`src/rtl/sensor_ctrl.sv`:
```
// sensor_ctrl: captures 32-bit sensor samples into a DEPTH-word buffer that the CPU
// reads through a registered port. A buffer-full interrupt is raised when the last
// word is written, and further samples are dropped until the CPU clears the buffer.
// Optional feature macro: SCTRL_OVERRUN_CNT_EN adds a saturating 8-bit count of
// samples dropped while the buffer is full. Without it, sctrl_overrun is tied to zero.
module sensor_ctrl #(
    parameter int DEPTH = 64,
    parameter int AW    = 6
) (
    input  logic          cpu_clk,
    input  logic          cpu_rst,
    input  logic          sctrl_en,
    input  logic          sctrl_clear,
    input  logic [AW-1:0] sctrl_addr,
    output logic [31:0]   sctrl_out,
    output logic          sctrl_interrupt,
    output logic          sensor_en,
    input  logic          sensor_ready,
    input  logic [31:0]   sensor_out,
    output logic [7:0]    sctrl_overrun
);

    typedef enum logic [1:0] {
        IDLE    = 2'd0,
        COLLECT = 2'd1,
        FULL    = 2'd2
    } state_t;

    state_t        state_q;
    logic [AW-1:0] wr_ptr_q;
    logic          interrupt_q;
    logic [31:0]   rd_data_q;
    logic [31:0]   mem_q [DEPTH];

    logic          wr_en;
    logic          last_write;

    // Samples are requested only while collecting. A clear in the same cycle wins over
    // the strobe, so that sample is dropped.
    assign sensor_en  = (state_q == COLLECT);
    assign wr_en      = sensor_en && sensor_ready && !sctrl_clear;
    assign last_write = wr_en && (wr_ptr_q == AW'(DEPTH - 1));

    // Capture FSM with its write pointer and registered interrupt. The interrupt rises on
    // the same edge that enters FULL, so it is visible in the cycle after the final strobe.
    always_ff @(posedge cpu_clk or posedge cpu_rst) begin
        if (cpu_rst) begin
            state_q     <= IDLE;
            wr_ptr_q    <= '0;
            interrupt_q <= 1'b0;
        end else if (sctrl_clear) begin
            wr_ptr_q    <= '0;
            interrupt_q <= 1'b0;
            state_q     <= sctrl_en ? COLLECT : IDLE;
        end else begin
            case (state_q)
                IDLE: begin
                    if (sctrl_en) begin
                        state_q <= COLLECT;
                    end
                end
                COLLECT: begin
                    if (wr_en) begin
                        wr_ptr_q <= wr_ptr_q + 1'b1;
                    end
                    if (last_write) begin
                        state_q     <= FULL;
                        interrupt_q <= 1'b1;
                    end else if (!sctrl_en) begin
                        state_q <= IDLE;
                    end
                end
                FULL: begin
                    state_q <= FULL;
                end
                default: begin
                    state_q <= IDLE;
                end
            endcase
        end
    end

    // The sample buffer has no reset. Its contents survive clear and pause, and they are
    // simply undefined after a reset.
    always_ff @(posedge cpu_clk) begin
        if (wr_en) begin
            mem_q[wr_ptr_q] <= sensor_out;
        end
    end

    // Registered CPU read port. Reading the array before this edge's write lands means a
    // same-address read returns the old word.
    always_ff @(posedge cpu_clk or posedge cpu_rst) begin
        if (cpu_rst) begin
            rd_data_q <= '0;
        end else begin
            rd_data_q <= mem_q[sctrl_addr];
        end
    end

    assign sctrl_out       = rd_data_q;
    assign sctrl_interrupt = interrupt_q;

`ifdef SCTRL_OVERRUN_CNT_EN
    logic [7:0] overrun_q;

    // Count strobes that arrive while the buffer is full. The count saturates at 0xFF
    // and a clear resets it.
    always_ff @(posedge cpu_clk or posedge cpu_rst) begin
        if (cpu_rst) begin
            overrun_q <= 8'h00;
        end else if (sctrl_clear) begin
            overrun_q <= 8'h00;
        end else if ((state_q == FULL) && sensor_ready && (overrun_q != 8'hFF)) begin
            overrun_q <= overrun_q + 8'd1;
        end
    end

    assign sctrl_overrun = overrun_q;
`else
    assign sctrl_overrun = 8'h00;
`endif

endmodule

```
`config.mk`:
```
export PLATFORM = sky130hd
export DESIGN_NAME = sensor_ctrl
export DESIGN_NICKNAME = d
export VERILOG_FILES = /design/src/rtl/sensor_ctrl.sv
export SDC_FILE = /design/constraint.sdc
export NUM_CORES = 2
export LEC_CHECK = 0
export BUFFER_PORTS_ARGS = -buffer_cell sky130_fd_sc_hd__buf_2
export CAP_MARGIN = 20
export CORE_ASPECT_RATIO = 1.4
export CORE_MARGIN = 2
export CORE_UTILIZATION = 44
export DETAILED_ROUTE_END_ITERATION = 8
export PLACE_DENSITY = 0.59
export SLEW_MARGIN = 10
export SYNTH_ARGS = -nofsm -noshare
export SYNTH_HDL_FRONTEND = slang
export SYNTH_SLANG_ARGS = --single-unit
```
`constraint.sdc`:
```
create_clock -name cpu_clk -period 8.2 [get_ports cpu_clk]
set_input_delay 1.23 -clock cpu_clk [delete_from_list [all_inputs] [get_ports cpu_clk]]
set_output_delay 1.23 -clock cpu_clk [all_outputs]
set_load 0.05 [all_outputs]
```
==> impl_metrics.csv <==
group,metric,value,unit
floorplan,die_y,505,µm
sta,period_share,47.0,%
floorplan,core_area,179000,µm²
synthesis,synth_edf_count,2048,
synthesis,netlist_area,79000,µm²
layout,drive_gt1_share,28.9,%
clock_tree,root_buffer,"clkbuf_16",
clock_tree,cts_setup_buffers,0,
detailed_routing,wl_met3,15500,µm
setup_path,crit_top_cell,"buf_4",
power_and_ir_drop,power.density,240,nW/µm²
place,dp_hpwl,107000,µm
layout,nFillCells,14000,
job,drv_cap,0,
sta,slew-limit-headroom,24.3,%
floorplan,die_area,183000,µm²
layout,final_core_util,49.7,%
synthesis,synth.area.top_cells,"edfxtp_1, mux4_2, dfrtp_1",
place,io_buffer_count,76,
power_and_ir_drop,peakVddDrop,0.230,mV
clock_tree,clk_pin_slew,0.06,ns
global_route,grt_usage,22.2,%
sta,fin_worst_skew,0.0275,ns
detailed_routing,m1WireLength,77500,µm
clock_tree,clk_path_buf_depth,3,
detailed_routing,vias_per_cell,6.06,
sta,period_needed,3.86,ns
floorplan,initial_core_util,44.1,%
layout,final_net_count,3662,
clock_tree,clock_latency,0.82,ns
synthesis,synth.top_cell.area_share,77.9,%
place,place_congestion,0.763,
setup_path,crit_fanout,52,
global_route,grt_pass1_wl,284000,µm
floorplan,fp-row-count,184,
setup_path,crit_path_top_delay_cell,"nor4_1",
layout,areaGrowthSynthToFinish,12.7,%
synthesis,ys_async_sr_fraction,1.96,%
detailed_routing,wl_per_cell,33.1,µm
clock_tree,cts_tree,"done",
clock_tree,htreeDepth,4,
setup_path,cp_cell_sequence,"buf_2, buf_4, nor2b_1, nand2b_1, buf_4, o22ai_1, nor4_1, o22a_1",
detailed_routing,antenna_left,0,
detailed_routing,wl_met2,103000,µm
setup_path,critPathCaptureType,"flop",
synthesis,synth_top_area_cell,"edfxtp_1",
clock_tree,clock_sinks,2089,
power_and_ir_drop,leakagePower,0.0273,µW
sta,setup_viol,0,
sta,tightest_slew,1.14,ns
synthesis,synth_cell_types,48,
global_route,antenna_found_initial,13,
global_route,grt_pass1_vias,37900,
setup_path,crit_arrival,4.62,ns
synthesis,ys_ff_latch,2089,
sta,hold_viol,0,
detailed_routing,routed_wirelength,202000,µm
global_route,gr-total-overflow,0,
clock_tree,cts_buffers,183,
setup_path,critPathKind,"input pin to flop",
global_route,grt_start_max_net_pins,116,
synthesis,seq_area_frac_synth,79.2,%
detailed_routing,dr.max_layer_used,"met5",
floorplan,dieWidth,362,µm
synthesis,synth_cells,3401,
sta,max_freq,259,MHz
sta,grt_setup_unrepaired,"no",
floorplan,ioPinCount,85,
setup_path,worst-endpoint-required,8.96,ns
status,run_status,"completed",
worst_hold_path,hp-class,"input pin to asynchronous set/reset pin",
synthesis,ys.flop_type,"edfxtp_1",
setup_path,max_stage_delay,0.89,ns
detailed_routing,vias,36900,
setup_path,cp-start-kind,"input pin",
detailed_routing,firstDrtPassIters,6,
detailed_routing,drcViolationCount,0,
synthesis,yosys_warnings,0,
clock_tree,cts_resized,0,
detailed_routing,drt_first_iter_violations,4377,
synthesis,syn_avg_cell_area,23.2,µm²
sta,slew_violations,0,
clock_tree,cts_hold_buffers,0,
sta,fin_setup_tns,0,ns
## metal layers
layer | GRT usage, % | vias to the layer above
li1 | - | 15000
met3 | 4.59 | 336
met5 | 0 | -
met2 | 37.4 | 1473
met4 | 7.05 | 4
met1 | 29.1 | 20100
## Yosys cell counts, types with 2 or more instances
master and count:
a2111oi_0 12, a211oi_1 26, a21oi_1 23, a221oi_1 12
a22oi_1 9, and2_0 2, and3_1 6, buf_1 2
buf_2 68, buf_4 46, buf_6 24, clkbuf_1 54
dfrtp_1 41, edfxtp_1 2048, inv_1 2, mux2_2 36
mux2i_1 39, mux4_2 494, nand2_1 35, nand2b_1 17
nand3_1 5, nand3b_1 4, nor2_1 99, nor2b_1 25
nor3_1 7, nor4_1 30, o21ai_0 5, o221ai_1 49
o22a_1 21, o22ai_1 135, or2_2 2, or3_1 4
xnor2_1 3, xor2_1 2
## area by class of cell
cell class                      count  area [µm²]  share of cell area, %
Inverter                            2        8.76                0.00984
Clock inverter                     99         848                  0.953
Sequential cell                  2089       62500                   70.3
Clock buffer                      235        5060                   5.69
Tap cell                         2325        2910                   3.27
Multi-Input combinational cell   1123       15800                   17.8
Timing Repair Buffer              219        1820                   2.05
Antenna cell                        2        5.00                0.00562
## worst max-delay path, delay by kind of cell
| family | cells | cell delay, ns |
|---|---|---|
| buffers and inverters | 3 | 1.16 |
| AOI/OAI and AO/OA | 2 | 0.36 |
| and+or+nand+nor | 3 | 1.80 |
## where the power goes
part	internal [µW]	switching [µW]
registers	11700	34.9
logic	359	683
clock network	4770	3800
total	16900	4520
## placed cells by master, fill, tap and decap left out, types with 5 or more instances in the layout
cell type   instances
clkbuf_16         190
a211oi_1           26
a2111oi_0          12
o22a_1             21
a21oi_1            23
nand2b_1           17
a22oi_1             9
clkinv_2           34
nor2_1             36
inv_6               6
and3_1              6
clkinv_1           39
nor4_1             26
a221oi_1           12
bufinv_16          13
mux4_2            494
mux2i_1            39
dfrtp_1            41
nand3_1             5
clkinvlp_4          5
nor2_4             63
clkbuf_8           14
clkbuf_1           31
o221ai_1           49
nand2_1            34
o21ai_0             5
edfxtp_1         2048
buf_2              78
mux2_2             36
nor2b_1            24
buf_12             25
nor3_1              6
buf_4             110
o22ai_1           135
conb_1              8
## path summary, 6_finish.rpt
check,depth (start not counted),slack (ns),endpoint,start
setup / recovery,8,4.34,sctrl_out[13]$_DFF_PP0_,sctrl_addr[3]
hold / removal,2,0.34,sctrl_out[9]$_DFF_PP0_,cpu_rst
setup reg to reg,5,4.88,mem_q[34][8]$_DFFE_PP_,state_q[1]$_DFFE_PP0P_
hold reg to reg,2,0.54,sctrl_interrupt$_DFFE_PP0P_,sctrl_interrupt$_DFFE_PP0P_
max in group asynchronous,3,6.64,sctrl_out[14]$_DFF_PP0_,cpu_rst
min in group cpu_clk,2,0.54,sctrl_interrupt$_DFFE_PP0P_,sctrl_interrupt$_DFFE_PP0P_
## logic make-up (layout without fill, tap and decap cells)
kind of cell	Yosys count	after routing	share of synthesized area, %
other	1	10	0.00475
AOI/OAI and AO/OA	296	296	2.66
adders and majority gates	1	1	0.0158
and+or+nand+nor	244	244	1.51
muxes	569	569	15.1
DFF	2089	2089	79.2
xor gates and xnor gates	5	5	0.0555
buffers and inverters	196	555	1.49
## through the flow
| stage | worst slack (ns) | power, µW | instances | instance area, µm² | hold slack, ns |
|---|---|---|---|---|---|
| 2_1_floorplan | 3.96 | 12600 | 3408 | 79000 | 0.533 |
| 3_3_place_gp | 2.99 | 13000 | 5730 | 82600 | 0.535 |
| 3_5_place_dp | 3.42 | 13000 | 5734 | 82600 | 0.539 |
| 4_1_cts | 4.31 | 21500 | 6068 | 88500 | 0.285 |
| 5_1_grt | 4.24 | 22000 | 6093 | 89000 | 0.321 |
| 6_report | 4.34 | 21400 | 6094 | 89000 | 0.341 |
## state kept, by name (all words and copies together) (netlist names)
name and flops:
mem_q 2048, sctrl_out 32, wr_ptr_q 6, state_q 2
sctrl_interrupt 1
Power figures use the tool's default switching activity.
